**config.mk**
```make
export PLATFORM = sky130hd
export DESIGN_NAME = div_seq
export DESIGN_NICKNAME = d
export VERILOG_FILES = /design/src/rtl/tinyriscv_pkg.sv /design/src/rtl/div_step.sv /design/src/rtl/div_seq.sv
export SDC_FILE = /design/constraint.sdc
export NUM_CORES = 1
export LEC_CHECK = 0
export CAP_MARGIN = 20
export CORE_ASPECT_RATIO = 1.25
export CORE_MARGIN = 1
export CORE_UTILIZATION = 64
export DETAILED_ROUTE_END_ITERATION = 7
export HOLD_SLACK_MARGIN = 0.03
export MAX_ROUTING_LAYER = met4
export PLACE_DENSITY = 0.88
export SYNTH_ARGS = -nofsm -noshare
export SYNTH_HDL_FRONTEND = slang
export SYNTH_SLANG_ARGS = --single-unit
export TNS_END_PERCENT = 20
```
**constraint.sdc**
```tcl
create_clock -name clk_i -period 12.48 [get_ports clk_i]
set_input_delay 1.872 -clock clk_i [delete_from_list [all_inputs] [get_ports clk_i]]
set_output_delay 1.872 -clock clk_i [all_outputs]
set_load 0.1 [all_outputs]
```
**src/rtl/tinyriscv_pkg.sv**
```systemverilog
// Shared decode constants and divider state encoding.
package tinyriscv_pkg;

  // funct3 codes of the RV32M divide/remainder group
  localparam logic [2:0] INST_DIV  = 3'b100;
  localparam logic [2:0] INST_DIVU = 3'b101;
  localparam logic [2:0] INST_REM  = 3'b110;
  localparam logic [2:0] INST_REMU = 3'b111;

  typedef enum logic [1:0] {
    DIV_IDLE,
    DIV_START,
    DIV_CALC,
    DIV_END
  } div_state_e;

  // DIV/REM treat operands as two's complement
  function automatic logic div_op_signed(input logic [2:0] op);
    return (op == INST_DIV) || (op == INST_REM);
  endfunction

  // REM/REMU return the remainder instead of the quotient
  function automatic logic div_op_rem(input logic [2:0] op);
    return (op == INST_REM) || (op == INST_REMU);
  endfunction

endpackage

```
**src/rtl/div_step.sv**
```systemverilog
// One radix-2 restoring division step: shift {rem,quot} left, trial-subtract
// the divisor, keep the difference and set the quotient LSB when no borrow.
// Relies on the invariant i_rem < i_divisor, so the shifted remainder stays
// below 2*divisor and an XLEN+1 bit subtract exposes the borrow in its MSB.
module div_step #(
  parameter int XLEN = 32
) (
  input  logic [XLEN-1:0] i_rem,
  input  logic [XLEN-1:0] i_quot,
  input  logic [XLEN-1:0] i_divisor,
  output logic [XLEN-1:0] o_rem,
  output logic [XLEN-1:0] o_quot
);

  logic [XLEN:0] w_shift;
  logic [XLEN:0] w_diff;
  logic          w_borrow;

  assign w_shift  = {i_rem, i_quot[XLEN-1]};
  assign w_diff   = w_shift - {1'b0, i_divisor};
  assign w_borrow = w_diff[XLEN];

  assign o_rem  = w_borrow ? w_shift[XLEN-1:0] : w_diff[XLEN-1:0];
  assign o_quot = {i_quot[XLEN-2:0], ~w_borrow};

endmodule

```
**src/rtl/div_seq.sv**
```systemverilog
// Multi-cycle RV32M divide/remainder sequencer with owned writeback.
// IDLE latches operands, START handles special cases and takes absolute
// values, CALC runs XLEN restoring steps, END fixes signs and strobes the
// register write for one cycle.
// Optional: define DIV_EARLY_OUT_EN to skip CALC when |divisor| > |dividend|.
module div_seq
  import tinyriscv_pkg::*;
#(
  parameter int XLEN  = 32,
  parameter int CNT_W = 6
) (
  input  logic            clk_i,
  input  logic            rst_i,
  input  logic            start_i,
  input  logic [2:0]      op_i,
  input  logic [XLEN-1:0] dividend_i,
  input  logic [XLEN-1:0] divisor_i,
  input  logic [4:0]      waddr_i,
  input  logic            flush_i,
  output logic            busy_o,
  output logic            ready_o,
  output logic [XLEN-1:0] result_o,
  output logic            reg_we_o,
  output logic [4:0]      reg_waddr_o
);

  localparam logic [CNT_W-1:0] CNT_LAST = CNT_W'(XLEN - 1);
  localparam logic [XLEN-1:0]  MIN_NEG  = {1'b1, {(XLEN-1){1'b0}}};

  div_state_e r_state;
  div_state_e w_next;

  logic [CNT_W-1:0] r_cnt;
  logic [2:0]       r_op;
  logic [4:0]       r_waddr;
  logic [XLEN-1:0]  r_dividend;
  logic [XLEN-1:0]  r_divisor;
  logic [XLEN-1:0]  r_rem;
  logic [XLEN-1:0]  r_quot;
  logic             r_neg_q;
  logic             r_neg_r;
  logic             r_special;
  logic             r_ready;
  logic [XLEN-1:0]  r_result;
  logic [4:0]       r_waddr_out;

  logic            w_signed;
  logic            w_dvd_neg;
  logic            w_dvs_neg;
  logic [XLEN-1:0] w_dvd_abs;
  logic [XLEN-1:0] w_dvs_abs;
  logic            w_div_zero;
  logic            w_ovf;
  logic            w_early;
  logic            w_special;
  logic [XLEN-1:0] w_step_rem;
  logic [XLEN-1:0] w_step_quot;
  logic [XLEN-1:0] w_q_fix;
  logic [XLEN-1:0] w_r_fix;
  logic [XLEN-1:0] w_result;

  // Operand classification, evaluated while in START on latched operands
  assign w_signed   = div_op_signed(r_op);
  assign w_dvd_neg  = w_signed & r_dividend[XLEN-1];
  assign w_dvs_neg  = w_signed & r_divisor[XLEN-1];
  assign w_dvd_abs  = w_dvd_neg ? (~r_dividend + 1'b1) : r_dividend;
  assign w_dvs_abs  = w_dvs_neg ? (~r_divisor + 1'b1) : r_divisor;
  assign w_div_zero = (r_divisor == '0);
  assign w_ovf      = w_signed & (r_dividend == MIN_NEG) & (&r_divisor);
`ifdef DIV_EARLY_OUT_EN
  assign w_early    = (w_dvs_abs > w_dvd_abs);
`else
  assign w_early    = 1'b0;
`endif
  assign w_special  = w_div_zero | w_ovf | w_early;

  div_step #(.XLEN(XLEN)) u_step (
    .i_rem     (r_rem),
    .i_quot    (r_quot),
    .i_divisor (r_divisor),
    .o_rem     (w_step_rem),
    .o_quot    (w_step_quot)
  );

  // Sign correction is bypassed on special paths, whose values are final
  assign w_q_fix  = (r_neg_q & ~r_special) ? (~r_quot + 1'b1) : r_quot;
  assign w_r_fix  = (r_neg_r & ~r_special) ? (~r_rem + 1'b1) : r_rem;
  assign w_result = div_op_rem(r_op) ? w_r_fix : w_q_fix;

  assign busy_o      = (r_state != DIV_IDLE);
  assign ready_o     = r_ready;
  assign reg_we_o    = r_ready;
  assign result_o    = r_result;
  assign reg_waddr_o = r_waddr_out;

  // State register
  always_ff @(posedge clk_i or posedge rst_i) begin
    if (rst_i) r_state <= DIV_IDLE;
    else       r_state <= w_next;
  end

  // Next state: flush wins over start; END always commits
  always_comb begin
    w_next = r_state;
    case (r_state)
      DIV_IDLE:  if (start_i && !flush_i) w_next = DIV_START;
      DIV_START: begin
        if (flush_i)        w_next = DIV_IDLE;
        else if (w_special) w_next = DIV_END;
        else                w_next = DIV_CALC;
      end
      DIV_CALC: begin
        if (flush_i)                w_next = DIV_IDLE;
        else if (r_cnt == CNT_LAST) w_next = DIV_END;
      end
      DIV_END:   w_next = DIV_IDLE;
      default:   w_next = DIV_IDLE;
    endcase
  end

  // Datapath: operand latch, setup, iteration and result register
  always_ff @(posedge clk_i or posedge rst_i) begin
    if (rst_i) begin
      r_cnt       <= '0;
      r_op        <= '0;
      r_waddr     <= '0;
      r_dividend  <= '0;
      r_divisor   <= '0;
      r_rem       <= '0;
      r_quot      <= '0;
      r_neg_q     <= 1'b0;
      r_neg_r     <= 1'b0;
      r_special   <= 1'b0;
      r_ready     <= 1'b0;
      r_result    <= '0;
      r_waddr_out <= '0;
    end else begin
      r_ready <= 1'b0;
      case (r_state)
        DIV_IDLE: begin
          if (start_i && !flush_i) begin
            r_op       <= op_i;
            r_waddr    <= waddr_i;
            r_dividend <= dividend_i;
            r_divisor  <= divisor_i;
          end
        end
        DIV_START: begin
          r_cnt     <= '0;
          r_special <= w_special;
          r_neg_q   <= 1'b0;
          r_neg_r   <= 1'b0;
          if (w_div_zero) begin
            r_quot <= '1;
            r_rem  <= r_dividend;
          end else if (w_ovf) begin
            r_quot <= MIN_NEG;
            r_rem  <= '0;
          end else if (w_early) begin
            r_quot <= '0;
            r_rem  <= r_dividend;
          end else begin
            r_quot    <= w_dvd_abs;
            r_rem     <= '0;
            r_divisor <= w_dvs_abs;
            r_neg_q   <= w_dvd_neg ^ w_dvs_neg;
            r_neg_r   <= w_dvd_neg;
          end
        end
        DIV_CALC: begin
          r_rem  <= w_step_rem;
          r_quot <= w_step_quot;
          r_cnt  <= r_cnt + CNT_W'(1);
        end
        DIV_END: begin
          r_ready     <= 1'b1;
          r_result    <= w_result;
          r_waddr_out <= r_waddr;
        end
        default: ;
      endcase
    end
  end

endmodule

```
After elaboration in Yosys (flattened, before gate mapping)
Cells that the tools add are included.
- word-level logic and storage cells: 87
- bits in registers: 185
- input bits: 76
- output and inout port bits: 40
- equality and inequality tests: 13
- bitwise operators: 14
- reductions and logical operators: 13
- $add $sub $neg: 6
- muxes and demuxes: 27
- operators by type and width (operator ; count):
    32-bit 2-to-1 mux ; 12
    32-bit case mux with 2 select lines ; 3
    32-bit by 1-bit adder with 32-bit output, second input constant ; 4
    32-bit inverter ; 4
    33-bit by 32-bit subtractor with 33-bit output ; 1
    32-bit equality test, second input constant ; 1
    32-bit zero test ; 1
    32-bit AND reduction ; 1
    6-bit case mux with 2 select lines ; 1
    3-bit equality test, second input constant ; 3
    2-bit 2-to-1 mux ; 4
    2-bit != test, second input constant ; 4
    2-bit case mux with 4 select lines ; 1
    6-bit by 1-bit adder with 6-bit output, second input constant ; 1
    1-bit AND ; 6
    6-bit by 5-bit equality test with 1-bit output, second input constant ; 1
    1-bit 2-to-1 mux ; 6
    2-bit nonzero test ; 3
    5-bit AND reduction ; 1
    2-bit equality test, second input constant ; 2
    2-bit AND reduction ; 2
    3-bit != test, second input constant ; 1
    2-bit by 1-bit equality test with 1-bit output, second input constant ; 1
    2-bit zero test ; 1
    other kinds (6) ; 8

Logic depth before layout (Yosys ltp)
- depth in word-level cells: 8
- gate-level depth with buffers: 13
- mapped depth without buffers: 12

Hierarchy
From an unflattened synthesis, not the netlist that was laid out.
- cells, all modules: 1545
- area total of the unflattened synthesis: 13481.7 sq um
- modules (own cells, without submodules) (module ; sequential area each (sq um) ; area an instance (sq um) ; cells each ; times used):
    div_seq ; 4629.4 ; 10890.4 ; 1209 ; 1
    div_step ; 0.0 ; 2591.2 ; 336 ; 1

Worst setup path before layout
Ideal clock, no wire load.
- path type: input to register
- from: in flush_i
- to: reg r_divisor[10]
- path slack: 9050 ps
- setup time: 83 ps
- path buffers: 2
- stages on the path: 7
- arrival: 3347 ps
- data required time: 12397 ps
- cell sequence: nand2b_1 > or2_2 > clkbuf_1 > nor2_1 > clkbuf_1 > a22oi_1 > o21ai_0
- word-level cells in the longest chain between the ends: 4
- ends and longest elaborated chain (what ; RTL line ; source):
    start: declaration ; div_seq.sv:19 ; input logic flush_i,
    1-bit zero test ; div_seq.sv:141 ; if (start_i && !flush_i) begin
    1-bit logical AND ; div_seq.sv:141 ;
    2-bit != test (no source line) ; -- ;
    5-bit AND reduction (no source line) ; -- ;
    end signal: assignment ; div_seq.sv:145 ; r_divisor <= divisor_i;
    end signal: assignment ; div_seq.sv:165 ; r_divisor <= w_dvs_abs;
    end: declaration ; div_seq.sv:37 ; logic [XLEN-1:0] r_divisor;
No other way between the ends.
A chain may end at the register's enable or synchronous reset.

Worst setup path after layout
- from: reg r_state[0]
- to: out busy_o
- word-level cells in the longest chain between the ends: 1
- ends and longest elaborated chain (what ; RTL line ; source):
    start: declaration ; div_seq.sv:30 ; div_state_e r_state;
    start signal: assignment ; div_seq.sv:99 ; else r_state <= w_next;
    2-bit nonzero test ; div_seq.sv:90 ; assign busy_o = (r_state != DIV_IDLE);
    end: declaration ; div_seq.sv:20 ; output logic busy_o,
No other way between the ends.

==> results.md <==
- The final-report setup violation count is 0.
- The most critical setup path has its startpoint at r_state[0].
- The highest metal layer carrying signal wires in the routed design is met4.
- The cell row count is 57.
- The clock period could shrink to 4.34 ns.
- The initial utilization of the core area, before any placement, comes to 65.4%.
- In this run the cell area of the synthesized design comes to 0.0127 sq mm.
- The total wire length is 34800 um.
- The number of violations reported at the end of detailed-routing iteration 0 is 938.
- The count of pins over their slew limit is 0.
- By area the synthesized netlist is led by sky130_fd_sc_hd__dfrtp_1 (36%), sky130_fd_sc_hd__mux2_2 (5.2%), sky130_fd_sc_hd__o21ai_0 (5.1%).
- The setup TNS is 0 ns.
- For the pin with the worst max-slew slack, the measured transition is 1.04 ns.
- Counting stages on the worst path, the most repeated cell is sky130_fd_sc_hd__inv_1.
- The floorplan step set the die height to 160 um.
- The worst path uses 34.8% of the clock period.
- The clock skew is 0.0137 ns.
- The leakage power of the design is 5.99 nW.
- Clock tree synthesis inserted a total of 17 buffers.
- The critical-path cell with the highest stage delay is sky130_fd_sc_hd__clkdlybuf4s50_1.
- The maximum root-to-sink buffer count is 2.
- From synthesis to final layout, the design area changed by 14.9%.
- STA classifies the critical path startpoint as a register.
- The number of buffers and inverters on the critical path is 3.
- TritonCTS built the clock tree.
- In this run the power spent charging and discharging nets is 0.00247 W.
- The overall die width is 128 um.
- In this run the critical register-to-register path is launched from r_quot[31].
- The number of maximum-capacitance constraint violations is 0.
- The first-pass detailed-route iteration total is 6.
- The highest achievable clock rate is 230 MHz.
- The layout has 1441 filler cells.
- The setup slack of the critical path after layout is 8.14 ns.
- The share of final-layout standard cells stronger than drive strength 1 is 8.65%.
- After detailed routing, the number of remaining DRC violations is 0.
- The amount of wire on met3 after detailed routing is 2350 um.
- Along the worst path, the maximum fanout reaches 9.
- In the final routed layout, each cell accounts on average for 19.1 um.
- Clock-pin slew was measured on the worst setup and hold paths at 0.07 ns.
- The signal on the critical path passes through inv_1, ha_2, inv_1, clkdlybuf4s50_1.
- The number of global-route vias before repair is 11400.
- For this design the top-level I/O count stands at 116.
- The overflow left after global routing is 0.
- Setup repair after global routing left no endpoint under its margin.
- The quantity of gates resized following cts is 0.
- The number of setup buffers added after CTS is 0.
- The most common library cell in the layout ignoring fill and taps is sky130_fd_sc_hd__dfrtp_1.
- The HPWL reported at the end of detailed placement is 25100 um.
- Of the total power, combinational logic draws 61.6%.
- The placement-stage cell area is 0.0140 sq mm.
- Prior to clock tree synthesis, the placed netlist has a worst setup slack of 8.16 ns.
- The count of cell types in the netlist is 71.
- The detail-routed via count per cell is 6.44.
- The internal power is 0.00223 W.
- Yosys mapped a number of flops with a built-in enable equal to 0.
- The worst hold-check path type is register to register.
- The first global-routing pass estimated 57100 um of wire.
- The number of I/O port buffers is 115.
- Across the whole layout, storage elements account for 0.00463 sq mm.
- 0 antenna diodes ended up in the layout.
- The number of hold buffers added after CTS is 0.
- Summed over its instances, the top area cell type makes up 36.4% of the synthesized netlist area.
- Measured against its own limit, the worst slew margin works out to 30.5%.
- The synthesized design spends more area on one cell type than any other, namely sky130_fd_sc_hd__dfrtp_1.
- The number of nets in the finished design is 1667.
- Global routing consumed, over all layers together, 36.4% of the routing resources.
- The total nets after synthesis is 1597.
- The category of the critical setup timing path is register to output port.
- The part of the Yosys area used for sequential elements is 36.4%.
- The post-layout utilization of the core is 75.1%.
- The cell area after layout is 0.0146 sq mm.
- For this run, the number of Yosys warnings is 0.
- The clock sink count is 185.
- VDD sags by at most 0.212 mV.
- The portion of total power attributed to sequential cells is 27.1%.
- The met1 wire length is 14400 um.
- The largest stage delay on the critical path is 1.13 ns.
- The share of async-settable or async-resettable flops after synthesis is 100%.
- The endpoint kind of the worst setup timing path is an output port.
- In this run the mean area of a mapped cell was 8.61 sq um.
- The H-tree generated during clock tree synthesis spans 4 levels.
- Routability-driven placement finished with a final weighted congestion of 0.971.
- For this run, the leading register cell type out of synthesis is sky130_fd_sc_hd__dfrtp_1.
- The number of antenna-violating nets in the routed design is 0.
- The startpoint identified for the worst hold timing path is result_o[25].
- The via count is 11800.
- The detailed route wirelength on metal2 is 16500 um.
- The die covers 0.0205 sq mm.
- The largest net degree at the start of global routing is 110.
- The total power per unit cell area is 321 mW/mm^2.
- The arrival time of data at the critical path endpoint is 2.47 ns.
- The number of antenna violations at the first check in global routing is 0.
- Counting every instance in the synthesized netlist gives 1478.
- In this run switching power makes up 52.6% of total power.
- In the layout the commonest cells are sky130_fd_sc_hd__dfrtp_1 (185), sky130_fd_sc_hd__o21ai_0 (131), sky130_fd_sc_hd__a21oi_1 (121), sky130_fd_sc_hd__clkdlybuf4s50_1 (115), sky130_fd_sc_hd__nor2_1 (110).
- The run finished with clean final reports.
- STA puts the critical path data required time at 10.61 ns.
- The clock tree root driver cell is sky130_fd_sc_hd__clkbuf_16.
- The hold violation total from the final report was 0.
- Across all register-to-register paths, the minimum setup slack is 8.53 ns.
- The post-synthesis register bit count is 185.
- In this run, the clock network consumes 11.3% of the power.
- The top cell family by delay on the critical path is buffers and inverters.
- In the final layout, the multi-input gates occupy 0.00744 sq mm.
- The total area inside the core boundary comes to 0.0195 sq mm.
- The later pin in the worst-skew pair is clocked with a latency of 0.45 ns.
[synthesized netlist by cell type (all sizes together) (17+ instances only)]
| cell type | instances |
|---|---|
| a21oi | 121 |
| a22oi | 20 |
| a31oi | 24 |
| buf | 17 |
| clkbuf | 62 |
| dfrtp | 185 |
| ha | 42 |
| inv | 95 |
| mux2 | 59 |
| mux2i | 25 |
| nand2 | 107 |
| nand3 | 31 |
| nand4 | 21 |
| nor2 | 112 |
| nor3 | 48 |
| o211ai | 31 |
| o21ai | 135 |
| or3 | 23 |
| xnor2 | 64 |
| xor2 | 48 |
[area by class of cell]
type                            instances  share of cell area (%)
Multi-Input combinational cell       1118                    50.9
Sequential cell                       185                    31.7
Timing Repair Buffer                  130                    8.82
Clock buffer                           18                    3.00
Inverter                               96                    2.50
Tap cell                              265                    2.27
Clock inverter                         14                   0.881
[power groups by stage]
stage               sequential (W)  clock [W]  combinational, W
finish                     0.00128   0.000530           0.00290
global route               0.00130   0.000556           0.00315
CTS                        0.00125   0.000532           0.00285
detailed placement         0.00126          0           0.00282
global placement           0.00124          0           0.00274
floorplan                  0.00151          0           0.00190
[worst register-to-register path: stages, from the launching register on]
cell                        delay [ns]
sky130_fd_sc_hd__dfrtp_1          0.40
sky130_fd_sc_hd__inv_1            0.21
sky130_fd_sc_hd__ha_1             0.24
sky130_fd_sc_hd__fa_1             0.22
sky130_fd_sc_hd__nor2b_1          0.07
sky130_fd_sc_hd__o2111ai_1        0.23
sky130_fd_sc_hd__a31oi_1          0.22
sky130_fd_sc_hd__a211o_1          0.38
sky130_fd_sc_hd__a311oi_1         0.56
sky130_fd_sc_hd__xnor2_4          0.17
sky130_fd_sc_hd__buf_4            0.48
sky130_fd_sc_hd__mux2i_1          0.26
sky130_fd_sc_hd__nor2_1           0.07
sky130_fd_sc_hd__a221o_1          0.30
[worst paths after layout]
path                                  endpoint  cells after the start
worst min-delay path              result_o[25]                      2
worst max register to register        r_rem[8]                     13
min in group asynchronous         result_o[29]                      2
max in group asynchronous       r_dividend[10]                      3
worst min register to register    result_o[25]                      2
worst max-delay path                    busy_o                      4
[cell families after synthesis]
logic type,after synthesis,synth area share (%)
AO/OA/AOI/OAI,467,23.1
AND/OR/NAND/NOR,412,15.9
flip-flops,185,36.4
buffers and inverters,175,5.39
XOR/XNOR,112,7.76
multiplexers,84,7.18
adder cells (fa/ha/maj),43,4.28
[state kept, by name, summed over array words and instances (netlist names)]
register	count
r_cnt	6
r_dividend	32
r_divisor	32
r_neg_q	1
r_neg_r	1
r_op	3
r_quot	32
r_rem	32
r_special	1
r_state	2
r_waddr	5
ready_o	1
reg_waddr_o	5
result_o	32
[layer usage]
layer  global-route usage (%)  up-vias
met5                        -        -
met4                     18.7        0
met3                     4.86      116
met2                     56.3      567
met1                     46.9     5566
li1                         -     5512
[stage by stage]
step	total power [W]	std cells	hold WS, ns
after floorplan	0.00341	1478	0.474
after global placement	0.00399	1792	0.481
after detailed placement	0.00408	1792	0.484
after CTS	0.00464	1824	0.506
after global routing	0.00501	1826	0.521
final	0.00470	1826	0.502
Power figures use the tool's default switching activity.
